--- src/rtl/prog_loader_pkg.sv ---
// Shared lc3 loader constants: memory size, release delay, FSM state encoding and output flags.
// The CHECK state exists only when LOADER_CHECKSUM_EN is defined.
package prog_loader_pkg;

    localparam int MEMORY_WORDCOUNT       = 512;
    localparam int MEM_WORDS_DEFAULT      = MEMORY_WORDCOUNT;
    localparam int RELEASE_CYCLES_DEFAULT = 4;

    typedef enum logic [2:0] {
        S_ORIGIN  = 3'd0,
        S_DATA    = 3'd1,
`ifdef LOADER_CHECKSUM_EN
        S_CHECK   = 3'd2,
`endif
        S_RELEASE = 3'd3,
        S_RUN     = 3'd4,
        S_ERROR   = 3'd5
    } state_e;

    typedef struct packed {
        logic ready;
        logic busy;
        logic done;
        logic err;
        logic cpu_rst_n;
    } flags_t;

    // Registered status outputs that belong to each state.
    function automatic flags_t flags_of(state_e s);
        flags_t f;
        // NOTE: f is defaulted before the case so every path assigns every field.
        f = '0;
        case (s)
            S_ORIGIN, S_DATA: begin
                f.ready = 1'b1;
                f.busy  = 1'b1;
            end
`ifdef LOADER_CHECKSUM_EN
            S_CHECK: begin
                f.ready = 1'b1;
                f.busy  = 1'b1;
            end
`endif
            S_RELEASE: f.busy = 1'b1;
            S_RUN: begin
                f.done      = 1'b1;
                f.cpu_rst_n = 1'b1;
            end
            S_ERROR: f.err = 1'b1;
            default: f = '0;
        endcase
        return f;
    endfunction

endpackage

--- src/rtl/prog_loader_if.sv ---
// Loader stream input (valid/ready) and memory write port bundled into one interface.
interface prog_loader_if;
    logic        in_valid;
    logic [15:0] in_data;
    logic        in_last;
    logic        in_ready;
    logic        mem_we;
    logic [15:0] mem_addr;
    logic [15:0] mem_wdata;

    modport master (
        output in_valid, in_data, in_last,
        input  in_ready, mem_we, mem_addr, mem_wdata
    );

    modport slave (
        input  in_valid, in_data, in_last,
        output in_ready, mem_we, mem_addr, mem_wdata
    );
endinterface

--- src/rtl/loader_release_timer.sv ---
// Countdown for the core-release delay: load sets CYCLES, each tick decrements,
// expired flags the tick that ends the count. CYCLES must be at least 1.
module loader_release_timer #(
    parameter int CYCLES = 4
) (
    input  logic clk,
    input  logic reset_n,
    input  logic load,
    input  logic tick,
    output logic expired
);
    localparam int CW = (CYCLES < 2) ? 1 : $clog2(CYCLES + 1);

    logic [CW-1:0] count;

    always_ff @(posedge clk) begin
        if (!reset_n) begin
            count <= '0;
        end else if (load) begin
            count <= CW'(CYCLES);
        end else if (tick && count != '0) begin
            count <= count - CW'(1);
        end
    end

    assign expired = tick && (count == CW'(1));
endmodule

--- src/rtl/prog_loader.sv ---
// Program loader: streams an origin word then data words into lc3 memory and releases the core.
// Optional LOADER_CHECKSUM_EN adds a trailing checksum word verified before release.
module prog_loader
    import prog_loader_pkg::*;
#(
    parameter int MEM_WORDS      = MEM_WORDS_DEFAULT,
    parameter int RELEASE_CYCLES = RELEASE_CYCLES_DEFAULT
) (
    input  logic         clk,
    input  logic         reset_n,
    prog_loader_if.slave bus,
    input  logic         start,
    output logic         cpu_reset_n,
    output logic         busy,
    output logic         done,
    output logic         err,
    output logic [15:0]  word_count
);
    state_e      state;
    flags_t      flags;
    logic [15:0] ptr;
    logic        we_q;
    logic [15:0] addr_q;
    logic [15:0] wdata_q;
    logic        rel_load;
    logic        rel_tick;
    logic        rel_expired;
    logic        accept;
    logic        addr_ok;
`ifdef LOADER_CHECKSUM_EN
    logic [15:0] sum;
`endif

    assign accept  = bus.in_valid && flags.ready;
    assign addr_ok = 32'(ptr) < MEM_WORDS;

    assign bus.in_ready  = flags.ready;
    assign bus.mem_we    = we_q;
    assign bus.mem_addr  = addr_q;
    assign bus.mem_wdata = wdata_q;
    assign busy          = flags.busy;
    assign done          = flags.done;
    assign err           = flags.err;
    assign cpu_reset_n   = flags.cpu_rst_n;

    // Timer is loaded one cycle after the final accepted word, so the hold-low window
    // starts in the cycle after the last mem_we.
    assign rel_tick = (state == S_RELEASE) && !rel_load;

    loader_release_timer #(.CYCLES(RELEASE_CYCLES)) u_release_timer (
        .clk     (clk),
        .reset_n (reset_n),
        .load    (rel_load),
        .tick    (rel_tick),
        .expired (rel_expired)
    );

    // NOTE: all state here is registered with <= so every branch sees pre-edge values.
    always_ff @(posedge clk) begin
        if (!reset_n) begin
            state      <= S_ORIGIN;
            flags      <= '0;
            ptr        <= '0;
            word_count <= '0;
            we_q       <= 1'b0;
            addr_q     <= '0;
            wdata_q    <= '0;
            rel_load   <= 1'b0;
`ifdef LOADER_CHECKSUM_EN
            sum        <= '0;
`endif
        end else begin
            we_q     <= 1'b0;
            rel_load <= 1'b0;
            flags    <= flags_of(state);
            case (state)
                S_ORIGIN: if (accept) begin
                    ptr <= bus.in_data;
`ifdef LOADER_CHECKSUM_EN
                    sum <= '0;
`endif
                    if (bus.in_last) begin
                        state    <= S_RELEASE;
                        flags    <= flags_of(S_RELEASE);
                        rel_load <= 1'b1;
                    end else begin
                        state <= S_DATA;
                        flags <= flags_of(S_DATA);
                    end
                end
                S_DATA: if (accept) begin
                    if (!addr_ok) begin
                        state <= S_ERROR;
                        flags <= flags_of(S_ERROR);
                    end else begin
                        we_q       <= 1'b1;
                        addr_q     <= ptr;
                        wdata_q    <= bus.in_data;
                        ptr        <= ptr + 16'd1;
                        word_count <= word_count + 16'd1;
`ifdef LOADER_CHECKSUM_EN
                        sum        <= sum + bus.in_data;
                        if (bus.in_last) begin
                            state <= S_CHECK;
                            flags <= flags_of(S_CHECK);
                        end
`else
                        if (bus.in_last) begin
                            state    <= S_RELEASE;
                            flags    <= flags_of(S_RELEASE);
                            rel_load <= 1'b1;
                        end
`endif
                    end
                end
`ifdef LOADER_CHECKSUM_EN
                S_CHECK: if (accept) begin
                    if (16'(sum + bus.in_data) == 16'd0) begin
                        state    <= S_RELEASE;
                        flags    <= flags_of(S_RELEASE);
                        rel_load <= 1'b1;
                    end else begin
                        state <= S_ERROR;
                        flags <= flags_of(S_ERROR);
                    end
                end
`endif
                S_RELEASE: if (rel_expired) begin
                    state <= S_RUN;
                    flags <= flags_of(S_RUN);
                end
                S_RUN, S_ERROR: if (start) begin
                    state      <= S_ORIGIN;
                    flags      <= flags_of(S_ORIGIN);
                    word_count <= '0;
                end
                default: begin
                    state <= S_ORIGIN;
                    flags <= flags_of(S_ORIGIN);
                end
            endcase
        end
    end
endmodule

--- src/flat_wrapper.sv ---
// flat-port wrapper written by rule: the top's interface ports become plain ports
module prog_loader_flat import prog_loader_pkg::*;
#(
    parameter int MEM_WORDS      = MEM_WORDS_DEFAULT,
    parameter int RELEASE_CYCLES = RELEASE_CYCLES_DEFAULT
)
  (clk, reset_n, start, cpu_reset_n, busy, done, err, word_count, bus_in_valid, bus_in_data, bus_in_last, bus_in_ready, bus_mem_we, bus_mem_addr, bus_mem_wdata);
  prog_loader_if bus_i ();
  input  logic clk;
  input  logic reset_n;
  input  logic start;
  output logic cpu_reset_n;
  output logic busy;
  output logic done;
  output logic err;
  output logic [15:0] word_count;
  input wire logic [$bits(bus_i.in_valid)-1:0] bus_in_valid;
  input wire logic [$bits(bus_i.in_data)-1:0] bus_in_data;
  input wire logic [$bits(bus_i.in_last)-1:0] bus_in_last;
  output wire logic [$bits(bus_i.in_ready)-1:0] bus_in_ready;
  output wire logic [$bits(bus_i.mem_we)-1:0] bus_mem_we;
  output wire logic [$bits(bus_i.mem_addr)-1:0] bus_mem_addr;
  output wire logic [$bits(bus_i.mem_wdata)-1:0] bus_mem_wdata;
  assign bus_i.in_valid = bus_in_valid;
  assign bus_i.in_data = bus_in_data;
  assign bus_i.in_last = bus_in_last;
  assign bus_in_ready = bus_i.in_ready;
  assign bus_mem_we = bus_i.mem_we;
  assign bus_mem_addr = bus_i.mem_addr;
  assign bus_mem_wdata = bus_i.mem_wdata;
  prog_loader #(.MEM_WORDS(MEM_WORDS), .RELEASE_CYCLES(RELEASE_CYCLES)) u_core (.clk(clk), .reset_n(reset_n), .bus(bus_i), .start(start), .cpu_reset_n(cpu_reset_n), .busy(busy), .done(done), .err(err), .word_count(word_count));
endmodule
--- config.mk ---
export PLATFORM = sky130hd
export DESIGN_NAME = prog_loader_flat
export DESIGN_NICKNAME = d
export VERILOG_FILES = /design/src/rtl/prog_loader_pkg.sv /design/src/rtl/prog_loader_if.sv /design/src/rtl/loader_release_timer.sv /design/src/rtl/prog_loader.sv /design/src/flat_wrapper.sv
export SDC_FILE = /design/constraint.sdc
export NUM_CORES = 1
export LEC_CHECK = 0
export CAP_MARGIN = 20
export CORE_ASPECT_RATIO = 1.1
export CORE_MARGIN = 4
export CORE_UTILIZATION = 40
export CTS_BUF_LIST = sky130_fd_sc_hd__clkbuf_8 sky130_fd_sc_hd__clkbuf_16
export DETAILED_ROUTE_END_ITERATION = 10
export GPL_ROUTABILITY_DRIVEN = 0
export HOLD_SLACK_MARGIN = 0.12
export SLEW_MARGIN = 0
export SYNTH_ARGS = -nofsm -noshare
export SYNTH_HDL_FRONTEND = slang
export SYNTH_HIERARCHICAL = 1
export SYNTH_SLANG_ARGS = --single-unit
--- constraint.sdc ---
create_clock -name clk -period 4.8 [get_ports clk]
set_input_delay 0.96 -clock clk [delete_from_list [all_inputs] [get_ports clk]]
set_output_delay 0.96 -clock clk [all_outputs]
set_load 0.02 [all_outputs]
# Yosys cells after proc, flatten, opt, wreduce, memory -nomap -nowiden
# Cells that the tools add are included.
# W data, S select, Z words.
# word_totals
regBits,77
in_bits,21
output_inout_bits,54
word_cells,85
# classes
n_addsub,3
n_lt_le_gt_ge,1
eq_ne,11
mux,36
bitwise_logic,1
reduce_logical,19
# op_table
op,count
$mux W16,6
$pmux W16 S2,2
$mux W5,7
$add A16 B1 Y16 const B,2
$mux W3,8
$pmux W5 S4,1
$lt A16 B10 Y1 const B,1
$pmux W3 S4,1
$mux W1,9
$ne A2 B1 Y1 const B,4
$reduce_and A4 Y1,2
$eq A3 B1 Y1 const B,2
$eq A3 B3 Y1 const B,2
$reduce_and A3 Y1,2
$reduce_bool A2 Y1,3
$reduce_or A2 Y1,3
$reduce_and A5 Y1,1
$logic_and A1 B1 Y1,4
$eq A3 B2 Y1 const B,1
$logic_not A3 Y1,1
$ne A3 B3 Y1 const B,1
$reduce_bool A3 Y1,1
$reduce_or A3 Y1,1
$sub A3 B1 Y3 const B,1
5 further kinds,5

# Longest topological paths before layout
# Gate-level depths: netlist of run 1.
# logic_depth
depth_word,7
mapped_depth,8
depth_no_buf,7

# By module
# The synthesis of run 1 kept the hierarchy.
# modules_own_cells
module,n_inst,cells_each,area_each_um2
prog_loader,1,403,3462.1
loader_release_timer,1,22,219.0

# Worst setup path before layout of run 1
# Ideal clock, no wire load.
# synth_timing
path_kind,input-to-reg
startpoint,input port bus_in_valid
endpoint,register u_core.word_count[6]
setup_time_ps,70
arrival_time_ps,2258
setup_slack_ps,2472
cell_stages,5
path_cell_list,nand4b_1 > a2111o_1 > buf_2 > or4_1 > a21oi_1
# synth_via
elab_chain_cells,3
# synth_rtl
element,line,rtl
from (decl),flat_wrapper.sv:17,input wire logic [$bits(bus_i.in_valid)-1:0] bus_in_valid;
$logic_and A1 B1 Y1,prog_loader.sv:34,assign accept = bus.in_valid && flags.ready;
$ne A2 B1 Y1 (no line),n/a,
$reduce_and A4 Y1 (no line),n/a,
to (signal assigned),prog_loader.sv:100,word_count <= word_count + 16'd1;
to (decl),prog_loader.sv:17,output logic [15:0] word_count
# No other way between the ends.
# A chain may end at the register's enable or synchronous reset.

# Worst setup path after layout of run 1
# layout_timing
startpoint,input port bus_in_valid
endpoint,register u_core.word_count[10]
# The elaborated chain is that of the path after synthesis.

==> flow_summary.json, run 1 <==
{
  "area_growth_pct": 27.0,
  "fin_crit_sh": 0.564,
  "p_per_area_nw_per_um2": 291,
  "met2_usage": 0.326,
  "routed_via_density": 5.68,
  "crit_fanout": 12,
  "p_leak_nw": 1.57,
  "fin_cells": 607,
  "drive_gt1_frac": 0.112,
  "synth_top_area_share": 0.413,
  "insertedDiodeCount": 0,
  "outcome": "finished clean",
  "grt_pass1_wl_microns": 16400,
  "postCtsSetupBuffers": 0,
  "cp.required_ns": 5.07,
  "drt_iter0_drc": 197,
  "holdBufCountCts": 0,
  "synth_commonest_cells": "dfxtp_1, nand2_1, a21oi_1",
  "cts_htree_levels": 3,
  "start_kind": "input port",
  "min_path_cells": 2,
  "fin_skew_ns": 0.0158,
  "end_kind": "register",
  "fmax_ghz": 0.369,
  "netlist_area_sq_um": 3680,
  "tightest_slew_ns": 0.971,
  "drcViolationCount": 0,
  "die_h_microns": 109,
  "rrSetupSlack_ns": 2.29,
  "portBuffers": 74,
  "fp.dieW_microns": 99.5,
  "rsz0062_at_grt": "no",
  "grt_max_degree": 43,
  "crit_type": "input port to register",
  "ys.flop_type": "dfxtp_1",
  "antenna_found_initial": 0,
  "cts_made_buffers": 9,
  "cap_violations": 0,
  "syn-num-nets": 451,
  "slew-limit-headroom": 0.353,
  "synthArstFlopShare": 0,
  "ant_nets": 0,
  "r2r-start": "u_core/state[0]$_SDFFE_PN0P_",
  "fin_crit_ns": 2.71,
  "critical_path_arrival_ns": 2.98,
  "dieArea_sq_um": 10800,
  "ys_seq_elements": 76,
  "coreArea_sq_um": 8920,
  "irDropWorstVdd_mv": 0.132,
  "cts-root-buf": "clkbuf_8",
  "synth-seq-area-share": 0.413,
  "initial_core_util": 0.413,
  "finalWirelength_microns": 9890,
  "reg2reg_to": "u_core/bus.mem_wdata[6]$_SDFFE_PN0P_",
  "r2r_cells": 5,
  "synth_cells": 425,
  "cts_resized": 0,
  "cts_max_path_buffers": 2,
  "yosysTopAreaCell": "dfxtp_1",
  "synthTopCellsByArea": "dfxtp_1, nand2_1, a21oi_1",
  "gr-total-overflow": 0,
  "nets": 514,
  "track_usage": 0.189,
  "syn_avg_cell_area_sq_um": 8.66,
  "use_met3": 0.0371,
  "holdCritStartpoint": "u_core/bus.mem_addr[8]$_SDFFE_PN0P_",
  "post-place-cells": 590,
  "synth_edf_count": 0,
  "min_path_type": "register to register",
  "grt_pass1_vias": 3390,
  "fin_setup_tns_ns": 0,
  "vias": 3447,
  "yosysMostFrequentCell": "dfxtp_1",
  "dp_hpwl_microns": 6790,
  "ys_warn_count": 6,
  "holdPathEnd": "u_core/bus.mem_addr[8]$_SDFFE_PN0P_",
  "cts_tree": "yes",
  "wl_per_cell_microns": 16.3,
  "hold_violations": 0,
  "grt_busiest_layer": "met2",
  "setup_viol": 0,
  "dr.pass1.iters": 4,
  "clk_pin_slew_ns": 0.09,
  "ioPinCount": 75,
  "slew_violations": 0,
  "rows": 36,
  "synthDistinctLibCells": 66,
  "clock_sinks": 76,
  "gr-usage-met1": 0.234,
  "clk_latency_ns": 0.35
}
registers in the layout, indices dropped and copies added (netlist names), 3 cells and up:
signal,flops
u_core/bus.mem_addr,16
u_core/bus.mem_wdata,16
u_core/ptr,16
u_core/word_count,16
u_core/state,3
u_core/u_release_timer/count,3
logic make-up (layout without fill, tap and decap cells):
family / Yosys count / count (layout) / share of synthesized area
mux: 2 / 2 / 0.00544
flops: 76 / 76 / 0.413
simple gates: 182 / 182 / 0.284
fa+ha+maj: 5 / 5 / 0.0170
compound gates: 123 / 123 / 0.235
buf+inv: 37 / 105 / 0.0449
worst max-delay path: stages:
cell and delay [ns]:
clkdlybuf4s50_1 0.54, nand4b_1 0.23, a2111o_1 0.59, or4_1 0.52, a21oi_1 0.15
placed cells by master (no fill, tap or decap), drive strengths merged, types with 6 or more instances in the layout:
master and count:
nand4 6, dfxtp 76, clkbuf 9, and3 10, or4 14, clkdlybuf4s50 74
nand2 79, a22oi 6, a21oi 55, o21ai 6, inv 12, nand3 13
nor3 7, o31ai 17, nor2 12, nand2b 6
routing by layer:
metal,part of all wire,wire length [microns],vias to the layer above
li1,-,-,1710
met1,0.43,4300,1622
met2,0.50,4990,103
met3,0.048,477,12
met4,0.013,130,0
met5,0,0,-
final cells by class:
class,instances,area (sq um)
clock buffers,9,124
clock inverters,7,68.8
fillers,845,4240
inverters,10,37.5
multi-input cells,312,1990
flip-flops and latches,76,1520
well taps,114,143
repair buffers,79,786
worst max-delay path by stage:
stage                                    endpoint         start  slack, ns
3_3_place_gp   u_core/word_count[10]$_SDFFE_PN0P_  bus_in_valid       1.77
5_1_grt        u_core/word_count[10]$_SDFFE_PN0P_  bus_in_valid       1.99
3_5_place_dp    u_core/word_count[8]$_SDFFE_PN0P_  bus_in_valid       1.76
2_1_floorplan   u_core/word_count[6]$_SDFFE_PN0P_  bus_in_valid       2.47
6_report       u_core/word_count[10]$_SDFFE_PN0P_  bus_in_valid       2.09
4_1_cts         u_core/word_count[8]$_SDFFE_PN0P_  bus_in_valid       2.12
through the flow:
step	cell area, sq um	worst slack [ns]	hold slack [ns]	power [mW]	utilization
after floorplan	3680	2.47	0.458	0.817	-
after global placement	4470	1.77	0.444	0.884	0.501
after detailed placement	4470	1.76	0.450	0.885	0.501
after CTS	4660	2.12	0.459	1.38	0.522
after global routing	4670	1.99	0.479	1.43	0.524
final	4670	2.09	0.457	1.36	0.524
power breakdown:
part           leakage [nW]  total (mW)  switching [mW]  internal (mW)
clock network        0.0945       0.487           0.249          0.238
logic                 0.856       0.196           0.117         0.0797
registers             0.615       0.678          0.0293          0.649
total                  1.57        1.36           0.395          0.967
No activity file was read; power rests on OpenSTA's default activity.
==> run 2, diff against run 1 <==
Clock period 4.8 ns to 2.7 ns, I/O delays scaled along.
==> flow_summary.json, run 2 (synthesized netlist as in run 1, its figures left out) <==
{
  "fin_skew_ns": 0.00907,
  "cts_tree": "yes",
  "ioPinCount": 75,
  "postCtsSetupBuffers": 0,
  "finalWirelength_microns": 10200,
  "gr-total-overflow": 0,
  "rsz0062_at_grt": "no",
  "initial_core_util": 0.413,
  "coreArea_sq_um": 8920,
  "wl_per_cell_microns": 16.5,
  "fmax_ghz": 0.443,
  "fp.dieW_microns": 99.5,
  "cts-root-buf": "clkbuf_8",
  "slew_violations": 0,
  "cap_violations": 0,
  "min_path_type": "register to register",
  "tightest_slew_ns": 0.998,
  "area_growth_pct": 29.5,
  "clock_sinks": 76,
  "start_kind": "input port",
  "irDropWorstVdd_mv": 0.234,
  "p_per_area_nw_per_um2": 531,
  "cp.required_ns": 2.98,
  "vias": 3499,
  "antenna_found_initial": 0,
  "cts_max_path_buffers": 2,
  "placed_area_sq_um": 4550,
  "fin_setup_tns_ns": 0,
  "drcViolationCount": 0,
  "drive_gt1_frac": 0.131,
  "cts_made_buffers": 9,
  "routed_via_density": 5.67,
  "final_cell_mix": "dfxtp_1, clkdlybuf4s50_1, nand2_1, a21oi_1, o31ai_1",
  "grt_pass1_vias": 3468,
  "dr.pass1.iters": 4,
  "clk_pin_slew_ns": 0.08,
  "end_kind": "register",
  "nets": 524,
  "timing.hold.ws_ns": 0.460,
  "hold_violations": 0,
  "dieArea_sq_um": 10800,
  "critical_path_arrival_ns": 2.53,
  "fin_crit_ns": 2.26,
  "portBuffers": 74,
  "insertedDiodeCount": 0,
  "cts_htree_levels": 3,
  "rows": 36,
  "p_leak_nw": 1.63,
  "final_common_cell": "dfxtp_1",
  "grt_max_degree": 43,
  "cts_resized": 0,
  "fin_crit_sh": 0.835,
  "clk_latency_ns": 0.35,
  "grt_pass1_wl_microns": 17000,
  "track_usage": 0.196,
  "dp_hpwl_microns": 7110,
  "crit_fanout": 12,
  "slew-limit-headroom": 0.335,
  "drt_iter0_drc": 134,
  "outcome": "finished clean",
  "ant_nets": 0,
  "fin_area_sq_um": 4770,
  "setup_viol": 0,
  "holdBufCountCts": 0,
  "crit_type": "input port to register",
  "die_h_microns": 109
}
## run 2: cell types whose count changed in the layout (fill, tap and decap cells not counted)
| cell | delta |
|---|---|
| clkinvlp_4 | -1 |
| clkinv_4 | +1 |
| clkinv_2 | +1 |
| inv_6 | -1 |
| buf_4 | +11 |
| buf_8 | -1 |
| bufinv_16 | +1 |
| inv_1 | -1 |
## run 2: worst max-delay path, cell delays in order
cell	delay (ns)
clkdlybuf4s50_1	0.55
nand4b_1	0.20
a2111o_1	0.56
or4_1	0.52
a21oi_1	0.15
## run 2: cell type report
type                       instances  area [sq um]
tap                              114           143
timing repair buffer              89           853
inverter                          10          37.5
clock buffer                       9           124
fill                             861          4150
multi-input combinational        312          1990
sequential                        76          1520
clock inverter                     7          92.6
## run 2: per-layer routing
layer	vias to the layer above	share of wire	GRT usage
li1	1721	-	-
met1	1671	0.43	0.236
met2	90	0.50	0.343
met3	17	0.045	0.0493
met4	0	0.019	0.0654
met5	-	0	0
## run 2: power breakdown
| group | leakage (nW) | total, mW | switching [mW] | internal, mW |
|---|---|---|---|---|
| clock | 0.107 | 0.963 | 0.446 | 0.517 |
| sequential | 0.615 | 1.20 | 0.0471 | 1.15 |
| combinational | 0.903 | 0.368 | 0.215 | 0.153 |
## run 2: path summary, 6_finish.rpt
check | from | cells after the start | slack (ns) | endpoint
worst max-delay path | bus_in_valid | 5 | 0.44 | u_core/word_count[12]$_SDFFE_PN0P_
worst max register to register | u_core/ptr[9]$_SDFFE_PN0P_ | 4 | 0.57 | u_core/word_count[15]$_SDFFE_PN0P_
worst min-delay path | u_core/bus.mem_addr[7]$_SDFFE_PN0P_ | 2 | 0.46 | u_core/bus.mem_addr[7]$_SDFFE_PN0P_
worst min register to register | u_core/bus.mem_addr[7]$_SDFFE_PN0P_ | 2 | 0.46 | u_core/bus.mem_addr[7]$_SDFFE_PN0P_
## run 2: per-stage QoR
stage	worst slack (ns)	utilization	std cells	total power [mW]
final	0.445	0.534	617	2.53
after global routing	0.333	0.534	617	2.66
after CTS	0.462	0.534	617	2.56
after detailed placement	0.0874	0.510	601	1.59
after global placement	0.132	0.510	601	1.59
after floorplan	0.497	-	425	1.45
==> run 3, diff against run 2 <==
Settings changed: PLACE_DENSITY from default to 0.67.
Clock period 2.7 ns to 2 ns, I/O delays scaled along.
==> flow_summary.json, run 3 (synthesized netlist as in run 1, its figures left out) <==
{
  "cp.required_ns": 2.25,
  "routed_via_density": 5.62,
  "num-fill-cells": 837,
  "portBuffers": 74,
  "multi_input_area_sq_um": 2020,
  "nets": 566,
  "drive_gt1_frac": 0.212,
  "coreArea_sq_um": 8920,
  "fin_util": 0.577,
  "crit_fanout": 5,
  "fmax_ghz": 0.514,
  "fin_skew_ns": 0.00807,
  "slew-limit-headroom": 0.660,
  "rrSetupSlack_ns": 0.05,
  "startpoint": "u_core/ptr[12]$_SDFFE_PN0P_",
  "tightest_slew_ns": 0.509,
  "drcViolationCount": 0,
  "cap_violations": 0,
  "slew_violations": 0,
  "start_kind": "register",
  "critical_path_arrival_ns": 2.20,
  "initial_core_util": 0.413,
  "cts_tree": "yes",
  "placed_area_sq_um": 4850,
  "insertedDiodeCount": 0,
  "antenna_found_initial": 0,
  "dieArea_sq_um": 10800,
  "cts_made_buffers": 9,
  "cts-root-buf": "clkbuf_8",
  "grt_pass1_vias": 3564,
  "fp.dieW_microns": 99.5,
  "min_path_type": "register to register",
  "clk_latency_ns": 0.35,
  "grt_max_degree": 39,
  "outcome": "finished clean",
  "regArea_sq_um": 1520,
  "cts_max_path_buffers": 2,
  "reg2reg_to": "u_core/state[1]$_SDFFE_PN0P_",
  "ioPinCount": 75,
  "die_h_microns": 109,
  "cts_htree_levels": 3,
  "hold_violations": 0,
  "setup_viol": 0,
  "drt_iter0_drc": 158,
  "irDropWorstVdd_mv": 0.373,
  "vias": 3690,
  "fin_crit_sh": 0.974,
  "finalWirelength_microns": 10500,
  "clk_pin_slew_ns": 0.08,
  "grt_pass1_wl_microns": 17200,
  "pre_cts_slack_ns": -0.382,
  "fin_crit_ns": 1.95,
  "rows": 36,
  "end_kind": "register",
  "holdCritStartpoint": "u_core/bus.mem_addr[1]$_SDFFE_PN0P_",
  "fin_setup_tns_ns": 0,
  "worst_slack_ns": 0.0530,
  "final_cell_mix": "dfxtp_1, clkdlybuf4s50_1, nand2_1, buf_4, a21oi_1",
  "r2r-start": "u_core/ptr[12]$_SDFFE_PN0P_",
  "dp_hpwl_microns": 7420,
  "p_leak_nw": 1.85,
  "endpoint": "u_core/state[1]$_SDFFE_PN0P_",
  "dr.pass1.iters": 4,
  "gr-total-overflow": 0,
  "timing.hold.ws_ns": 0.458,
  "wl_per_cell_microns": 16.0,
  "final_common_cell": "dfxtp_1",
  "clock_sinks": 76,
  "area_growth_pct": 39.8,
  "crit_type": "register to register",
  "fin_area_sq_um": 5150,
  "r2r_cells": 4,
  "p_per_area_nw_per_um2": 676,
  "track_usage": 0.197,
  "ant_nets": 0
}
-- run 3: cell count changes in the layout (fill, tap and decap cells not counted), sizes merged --
cell	delta
inv	-1
dlygate4sd2	+1
clkinvlp	-2
clkdlybuf4s50	-1
clkinv	+1
clkbuf	+1
clkdlybuf4s18	+1
buf	+40
-- run 3: timing repair --
action	CTS	global route
pin swaps	3	2
buffers inserted	4	3
setup endpoints to repair	19	12
gates resized for setup	7	4
cloned	0	1
hold buffers	0	0
hold endpoints to repair	0	0
-- run 3: layout make-up --
class	instances	area share
clock inverters	5	0.0153
clock buffers	9	0.0241
repair buffers	131	0.236
multi-input cells	312	0.393
well taps	114	0.0277
inverters	10	0.00729
flip-flops and latches	76	0.296
-- run 3: per-stage QoR --
step / power, mW / instances
5_1_grt: 3.64 / 657
3_3_place_gp: 2.23 / 635
6_report: 3.48 / 657
3_5_place_dp: 2.24 / 635
4_1_cts: 3.50 / 653
2_1_floorplan: 1.96 / 425
-- run 3: where the power goes --
group          internal (mW)  leakage, nW  switching, mW
Sequential              1.56        0.616         0.0479
Combinational          0.285         1.13          0.333
Clock                  0.687        0.105          0.567
-- run 3: routing by layer --
metal	track usage	wire, microns	up-vias
met5	0	0	-
met4	0.0644	218	0
met3	0.0448	601	19
met2	0.336	5100	115
met1	0.245	4560	1745
li1	-	-	1811
-- run 3: critical path: stages (launching register included) --
cell and delay [ns]:
dfxtp_1 0.36, or4_4 0.58, or4_4 0.57, nor4b_4 0.16
a31o_1 0.19
-- run 3: worst min-delay path by stage --
stage | to | slack, ns | depth (start not counted)
after global routing | u_core/bus.mem_addr[1]$_SDFFE_PN0P_ | 0.48 | 2
after CTS | u_core/bus.mem_addr[1]$_SDFFE_PN0P_ | 0.46 | 2
final | u_core/bus.mem_addr[1]$_SDFFE_PN0P_ | 0.46 | 2
after floorplan | u_core/bus.mem_addr[8]$_SDFFE_PN0P_ | 0.46 | 2
after global placement | u_core/bus.mem_wdata[0]$_SDFFE_PN0P_ | 0.44 | 2
after detailed placement | u_core/bus.mem_addr[1]$_SDFFE_PN0P_ | 0.45 | 2
